## src/rtl/i2c_cmd_queue_pkg.sv

```systemverilog
// Shared types and packed-entry layout for the i2c command queue.
// A FIFO entry is packed as {read, multi, chip_addr[6:0], reg_addr, wdata},
// with wdata in the least significant bits.
package i2c_pkg;

    typedef enum logic [1:0] {
        IDLE      = 2'd0,
        ISSUE     = 2'd1,
        WAIT_DONE = 2'd2,
        RESP      = 2'd3
    } state_t;

    localparam int CHIP_W = 7;

    // Total width of one packed command entry.
    function automatic int cmd_w(input int reg_w, input int data_w);
        return 2 + CHIP_W + reg_w + data_w;
    endfunction

    // Field offsets inside a packed command entry.
    function automatic int reg_lsb(input int data_w);
        return data_w;
    endfunction

    function automatic int chip_lsb(input int reg_w, input int data_w);
        return data_w + reg_w;
    endfunction

    function automatic int multi_bit(input int reg_w, input int data_w);
        return data_w + reg_w + CHIP_W;
    endfunction

    function automatic int read_bit(input int reg_w, input int data_w);
        return data_w + reg_w + CHIP_W + 1;
    endfunction

endpackage

```

## src/rtl/i2c_cmd_queue_fifo.sv

```systemverilog
// Command FIFO: DEPTH entries of W bits, registered pointers with a wrap bit.
// Read data is the head entry, visible the cycle after it was written.
module i2c_cmd_fifo #(
    parameter int DEPTH = 4,
    parameter int W     = 8
) (
    input  logic         clk,
    input  logic         reset,
    input  logic         push,
    input  logic         pop,
    input  logic [W-1:0] wdata,
    output logic [W-1:0] rdata,
    output logic         full,
    output logic         empty
);

    localparam int AW = $clog2(DEPTH);
    localparam logic [AW:0] PTR_ONE = {{AW{1'b0}}, 1'b1};

    logic [W-1:0] mem [DEPTH];
    logic [AW:0]  wr_ptr;
    logic [AW:0]  rd_ptr;
    logic         do_push;
    logic         do_pop;

    // Full/empty come only from registered pointers; a push while full is refused.
    assign empty   = (wr_ptr == rd_ptr);
    assign full    = (wr_ptr[AW] != rd_ptr[AW]) && (wr_ptr[AW-1:0] == rd_ptr[AW-1:0]);
    assign do_push = push && !full;
    assign do_pop  = pop && !empty;
    assign rdata   = mem[rd_ptr[AW-1:0]];

    // Storage array; contents are don't-care while the entry is not valid.
    always_ff @(posedge clk) begin
        if (do_push) begin
            mem[wr_ptr[AW-1:0]] <= wdata;
        end
    end

    // Pointer update; reset empties the FIFO.
    always_ff @(posedge clk or negedge reset) begin
        if (!reset) begin
            wr_ptr <= '0;
            rd_ptr <= '0;
        end else begin
            if (do_push) wr_ptr <= wr_ptr + PTR_ONE;
            if (do_pop)  rd_ptr <= rd_ptr + PTR_ONE;
        end
    end

endmodule

```

## src/rtl/i2c_cmd_queue.sv

```systemverilog
// Command sequencer in front of the i2c master: buffers host commands, issues
// them one at a time as single-cycle strobes, waits for done with a watchdog,
// and returns one response (read data + error flag) per command.
// Optional macro I2C_CMDQ_STATS_EN builds saturating ok/error response counters;
// without it stat_ok_cnt and stat_err_cnt are tied to 0.
//
// Handshakes: both host channels are valid/ready. A transfer happens on a cycle
// where valid && ready are both high at the rising clock edge; the offering side
// holds its payload stable until that cycle. cmd_ready and rsp_valid depend on
// registered state only.
module i2c_cmd_queue
    import i2c_pkg::*;
#(
    parameter int ADDR_BYTES     = 1,
    parameter int DATA_BYTES     = 2,
    parameter int REG_ADDR_WIDTH = 8 * ADDR_BYTES,
    parameter int DEPTH          = 4,
    parameter int TIMEOUT_CYCLES = 65535
) (
    input  logic                      clk,
    input  logic                      reset,
    input  logic                      en,
    input  logic                      cmd_valid,
    output logic                      cmd_ready,
    input  logic                      cmd_read,
    input  logic                      cmd_multi,
    input  logic [6:0]                cmd_chip_addr,
    input  logic [REG_ADDR_WIDTH-1:0] cmd_reg_addr,
    input  logic [8*DATA_BYTES-1:0]   cmd_wdata,
    output logic                      rsp_valid,
    input  logic                      rsp_ready,
    output logic [8*DATA_BYTES-1:0]   rsp_rdata,
    output logic                      rsp_err,
    output logic                      m_enable,
    output logic [6:0]                m_chip_addr,
    output logic [REG_ADDR_WIDTH-1:0] m_reg_addr,
    output logic [8*DATA_BYTES-1:0]   m_data_in,
    output logic                      m_write_en,
    output logic                      m_write_mode,
    output logic                      m_read_en,
    input  logic                      m_done,
    input  logic [8*DATA_BYTES-1:0]   m_data_out,
    output logic [15:0]               stat_ok_cnt,
    output logic [15:0]               stat_err_cnt
);

    localparam int DW        = 8 * DATA_BYTES;
    localparam int RAW       = REG_ADDR_WIDTH;
    localparam int CMD_W     = cmd_w(RAW, DW);
    localparam int REG_LSB   = reg_lsb(DW);
    localparam int CHIP_LSB  = chip_lsb(RAW, DW);
    localparam int MULTI_BIT = multi_bit(RAW, DW);
    localparam int READ_BIT  = read_bit(RAW, DW);
    localparam int TW        = $clog2(TIMEOUT_CYCLES);
    // The abort fires on the edge where the timer would reach TIMEOUT_CYCLES-1,
    // so the response appears TIMEOUT_CYCLES cycles after the strobe.
    localparam logic [TW-1:0] TIMER_LAST = TW'(TIMEOUT_CYCLES - 2);
    localparam logic [TW-1:0] TIMER_ONE  = TW'(1);

    state_t            state;
    state_t            next_state;
    logic              pop;
    logic              full;
    logic              empty;
    logic [CMD_W-1:0]  head;
    logic [TW-1:0]     timer;
    logic              op_read;
    logic              op_multi;
    logic [6:0]        op_chip;
    logic [RAW-1:0]    op_reg;
    logic [DW-1:0]     op_wdata;

    i2c_cmd_fifo #(
        .DEPTH (DEPTH),
        .W     (CMD_W)
    ) u_fifo (
        .clk   (clk),
        .reset (reset),
        .push  (cmd_valid),
        .pop   (pop),
        .wdata ({cmd_read, cmd_multi, cmd_chip_addr, cmd_reg_addr, cmd_wdata}),
        .rdata (head),
        .full  (full),
        .empty (empty)
    );

    assign cmd_ready    = !full;
    assign m_enable     = en;
    assign m_chip_addr  = op_chip;
    assign m_reg_addr   = op_reg;
    assign m_data_in    = op_wdata;
    assign m_write_mode = op_multi;
    assign m_write_en   = (state == ISSUE) && !op_read;
    assign m_read_en    = (state == ISSUE) && op_read;
    assign rsp_valid    = (state == RESP);

    // State register.
    always_ff @(posedge clk or negedge reset) begin
        if (!reset) begin
            state <= IDLE;
        end else begin
            state <= next_state;
        end
    end

    // Next-state and FIFO pop decision.
    always_comb begin
        next_state = state;
        pop        = 1'b0;
        case (state)
            IDLE: begin
                if (en && !empty) begin
                    pop        = 1'b1;
                    next_state = ISSUE;
                end
            end
            ISSUE: begin
                next_state = WAIT_DONE;
            end
            WAIT_DONE: begin
                if (m_done || (timer == TIMER_LAST)) begin
                    next_state = RESP;
                end
            end
            RESP: begin
                if (rsp_ready) begin
                    next_state = IDLE;
                end
            end
            default: begin
                next_state = IDLE;
            end
        endcase
    end

    // Operand latch, watchdog timer and response capture.
    always_ff @(posedge clk or negedge reset) begin
        if (!reset) begin
            op_read   <= 1'b0;
            op_multi  <= 1'b0;
            op_chip   <= '0;
            op_reg    <= '0;
            op_wdata  <= '0;
            timer     <= '0;
            rsp_rdata <= '0;
            rsp_err   <= 1'b0;
        end else begin
            if (pop) begin
                op_read  <= head[READ_BIT];
                op_multi <= head[MULTI_BIT];
                op_chip  <= head[CHIP_LSB +: 7];
                op_reg   <= head[REG_LSB +: RAW];
                op_wdata <= head[0 +: DW];
            end
            if (state == ISSUE) begin
                timer <= '0;
            end else if (state == WAIT_DONE) begin
                if (m_done) begin
                    rsp_rdata <= op_read ? m_data_out : '0;
                    rsp_err   <= 1'b0;
                end else if (timer == TIMER_LAST) begin
                    rsp_rdata <= '0;
                    rsp_err   <= 1'b1;
                    timer     <= timer + TIMER_ONE;
                end else begin
                    timer <= timer + TIMER_ONE;
                end
            end
        end
    end

`ifdef I2C_CMDQ_STATS_EN
    logic        resp_enter;
    logic [15:0] ok_cnt;
    logic [15:0] err_cnt;

    assign resp_enter   = (state == WAIT_DONE) && (next_state == RESP);
    assign stat_ok_cnt  = ok_cnt;
    assign stat_err_cnt = err_cnt;

    // Saturating counters of completed and aborted commands.
    always_ff @(posedge clk or negedge reset) begin
        if (!reset) begin
            ok_cnt  <= '0;
            err_cnt <= '0;
        end else if (resp_enter) begin
            if (m_done) begin
                if (ok_cnt != 16'hFFFF) ok_cnt <= ok_cnt + 16'd1;
            end else begin
                if (err_cnt != 16'hFFFF) err_cnt <= err_cnt + 16'd1;
            end
        end
    end
`else
    assign stat_ok_cnt  = 16'd0;
    assign stat_err_cnt = 16'd0;
`endif

endmodule

```

## config.mk

```make
export PLATFORM = sky130hd
export DESIGN_NAME = i2c_cmd_queue
export DESIGN_NICKNAME = d
export VERILOG_FILES = /design/src/rtl/i2c_cmd_queue_pkg.sv /design/src/rtl/i2c_cmd_queue_fifo.sv /design/src/rtl/i2c_cmd_queue.sv
export SDC_FILE = /design/constraint.sdc
export NUM_CORES = 1
export LEC_CHECK = 0
export BUFFER_PORTS_ARGS = -buffer_cell sky130_fd_sc_hd__buf_2
export CAP_MARGIN = 30
export CORE_AREA = 8 8 140 142
export DETAILED_ROUTE_END_ITERATION = 16
export DIE_AREA = 0 0 148 150
export PLACE_DENSITY = 0.71
export RECOVER_POWER = 100
export SETUP_SLACK_MARGIN = 0.4
export SYNTH_ARGS = -nofsm -noshare
export SYNTH_HDL_FRONTEND = slang
export SYNTH_SLANG_ARGS = --single-unit
```

## constraint.sdc

```tcl
create_clock -name clk -period 6.45 [get_ports clk]
set_clock_uncertainty 0.15 [all_clocks]
set_input_delay 1.29 -clock clk [delete_from_list [all_inputs] [get_ports clk]]
set_output_delay 1.29 -clock clk [all_outputs]
set_load 0.05 [all_outputs]
```

==> results.txt <==
Status -> finished, violations left
Failing checks -> max-capacitance violations, max-slew violations
Syn avg cell area -> 17.17 um^2
H-tree levels -> 1
Die ar. -> 22200 um^2
Worst relative slew slack -> -37.53%
DP HPWL -> 10560 um
Met2 usage in global routing -> 25.16%
Initial antenna violation count -> 0
WL final -> 16170 um
#FFs+latches synth -> 206
Number of routed nets with antenna violations -> 0
Worst R2R Path Depth -> 4
Clock sinks -> 206
Critical Path Fanout Max -> 36
Syn. warnings -> 0
Starting density of the core -> 48.66%
Synth Instances -> 497
Tot Pwr -> 4956 uW
Root Buffer -> clkbuf_16
RD Place Congestion -> 0.8050
Worst slew pin tran -> 2063 ps
Hold_buf cts -> 0
Sequential-to-total area share from yosys stat -> 68.16%
Vias in the first global route -> 4834
Layout cell share with drive strength beyond 1 -> 16.21%
Postcts setup bufs -> 0
Pin count of the biggest net entering global routing -> 75
Ys async rst share -> 35.92%
DRC Markers -> 0
Top Ports -> 141
Leakage -> 0.003528 uW
Worst Setup Start Kind -> flop
Largest area contributor in the netlist -> edfxtp_1
Pre-Repair DR Iteration Count -> 4
Starting DRT DRC Count -> 249
Worst skew pair latency -> 490 ps
Period utilization -> 67.18%
Vias per cell -> 5.136
Cell depth of the worst min-delay path -> 1
Cell area after synthesis -> 8532 um^2
Arr. time, crit path -> 2890 ps
Setup violators final -> 0
FP Rows -> 49
GRT overflow -> 0
Worst-path clk slew -> 60 ps
Die width -> 148 um
Chip Height -> 150 um
Fmax achieved -> 230.8 MHz
Distinct cells, synth -> 44
CORE AREA -> 17530 um^2
Top-count cell post-synth -> edfxtp_1
Tmin final -> 4333 ps
Final nets -> 675
Met1 GRT Util -> 18.55%
Post-synth EDFFs -> 132
Unrepaired setup endpoints after global routing -> no
VDD IR max -> 0.3624 mV
Share of the synthesized area in the top cell type -> 46.46%
Synth top area cells -> edfxtp_1, dfrtp_1, mux4_2
Ys flop type -> edfxtp_1
Global-route wire length before repair -> 25810 um
Syn-to-layout area delta -> 11.57%
MaxCap Viol Count -> 4
GRT Total Usage -> 14.62%
CP required -> 5010 ps
Hold/Removal Path Class -> flop to flop
TritonCTS buffer count -> 21
I/O Buffers -> 108
Vias -> 4381
Power per cell area -> 520.7 nW/um^2
TNS Setup -> 0 ps
Crit. End Element -> output pin
Routed WL per cell -> 18.95 um
Crit path kind -> flop to output pin
Post-cts resize count -> 0
Met3 Use GR -> 3.387%
Final Hold Viols -> 0
Slew Viols, Final -> 116
GRT busiest layer -> met2
CTS max path bufs -> 3
Most instantiated cells after synthesis -> edfxtp_1, dfrtp_1, buf_4
CTS tree -> done
[worst paths after layout]
check                      slack, ps                to              from
setup / recovery                2120         cmd_ready  u_fifo.rd_ptr[1]
setup reg to reg                2460    m_chip_addr[5]  u_fifo.rd_ptr[1]
hold reg to reg                  340      m_data_in[5]      m_data_in[5]
max in group asynchronous       3570  u_fifo.rd_ptr[0]             reset
hold / removal                   340      m_data_in[5]      m_data_in[5]
min in group asynchronous       1230          state[0]             reset
[cell families (layout without fill, tap and decap cells)]
| group | after synthesis | after routing | share of synthesized area [%] |
|---|---|---|---|
| XOR/XNOR | 20 | 20 | 2.229 |
| flip-flops | 206 | 206 | 68.16 |
| multiplexers | 68 | 68 | 14.61 |
| AO/OA/AOI/OAI | 35 | 35 | 2.904 |
| buffers and inverters | 83 | 178 | 5.616 |
| AND/OR/NAND/NOR | 72 | 72 | 4.678 |
| other | 1 | 33 | 0.04395 |
| adder cells (fa/ha/maj) | 12 | 12 | 1.760 |
[cells in the final DEF (no fill, tap or decap), drive strengths merged, types with 8 or more instances in the layout]
cell type and instances:
xor2 8, xnor2 12, ha 12, conb 32, clkbuf 121, mux2 35
inv 30, buf 22, nand4 20, edfxtp 132, and2 8, mux4 33
o21ai 19, dfrtp 74, nand2 9, nor2 19
[critical path, stage by stage, from the launching register on]
cell,delay [ps]
dfrtp_1,1450
xnor2_1,180
and2_0,240
nand2_1,70
clkbuf_1,470
[registers in the layout (all words and copies together), names as in the netlist, 2 cells and up]
| signal | cells |
|---|---|
| timer | 16 |
| m_data_in | 16 |
| state | 2 |
| m_reg_addr | 8 |
| m_chip_addr | 7 |
| rsp_rdata | 16 |
| u_fifo.wr_ptr | 3 |
| u_fifo.mem | 132 |
| u_fifo.rd_ptr | 3 |
[cell type report]
class | count | area [um^2]
multi-input cells | 239 | 2182
repair buffers | 111 | 464.2
clock buffers | 32 | 596.8
diodes | 1 | 2.502
fillers | 1480 | 8015
inverters | 29 | 108.9
flip-flops and latches | 206 | 5817
well taps | 229 | 286.5
clock inverters | 6 | 61.31
[per-stage QoR]
step / setup WS [ps] / area [um^2] / std cells / hold WS, ps / utilization, %
after detailed placement: 3326 / 9130 / 813 / 339.1 / 52.07
after global routing: 1817 / 9517 / 852 / 367.6 / 54.27
after global placement: 3324 / 9123 / 812 / 337.5 / 52.03
after floorplan: 3487 / 8648 / 528 / 347.7 / -
after CTS: 2789 / 9788 / 851 / 356.9 / 55.82
final: 2117 / 9519 / 853 / 337.6 / 54.29
[metal layers]
metal  vias up  part of all wire [%]
met3        22                   7.4
met2       160                    49
met1      2199                    42
met4         0                   1.6
li1       2000                     -
met5         -                     0
[power breakdown]
part	switching [uW]	internal, uW	total (uW)
Combinational	1220	543	1760
Sequential	223	1820	2040
Clock	474	680	1150
Note: power is estimated with default switching activity, not from simulation.
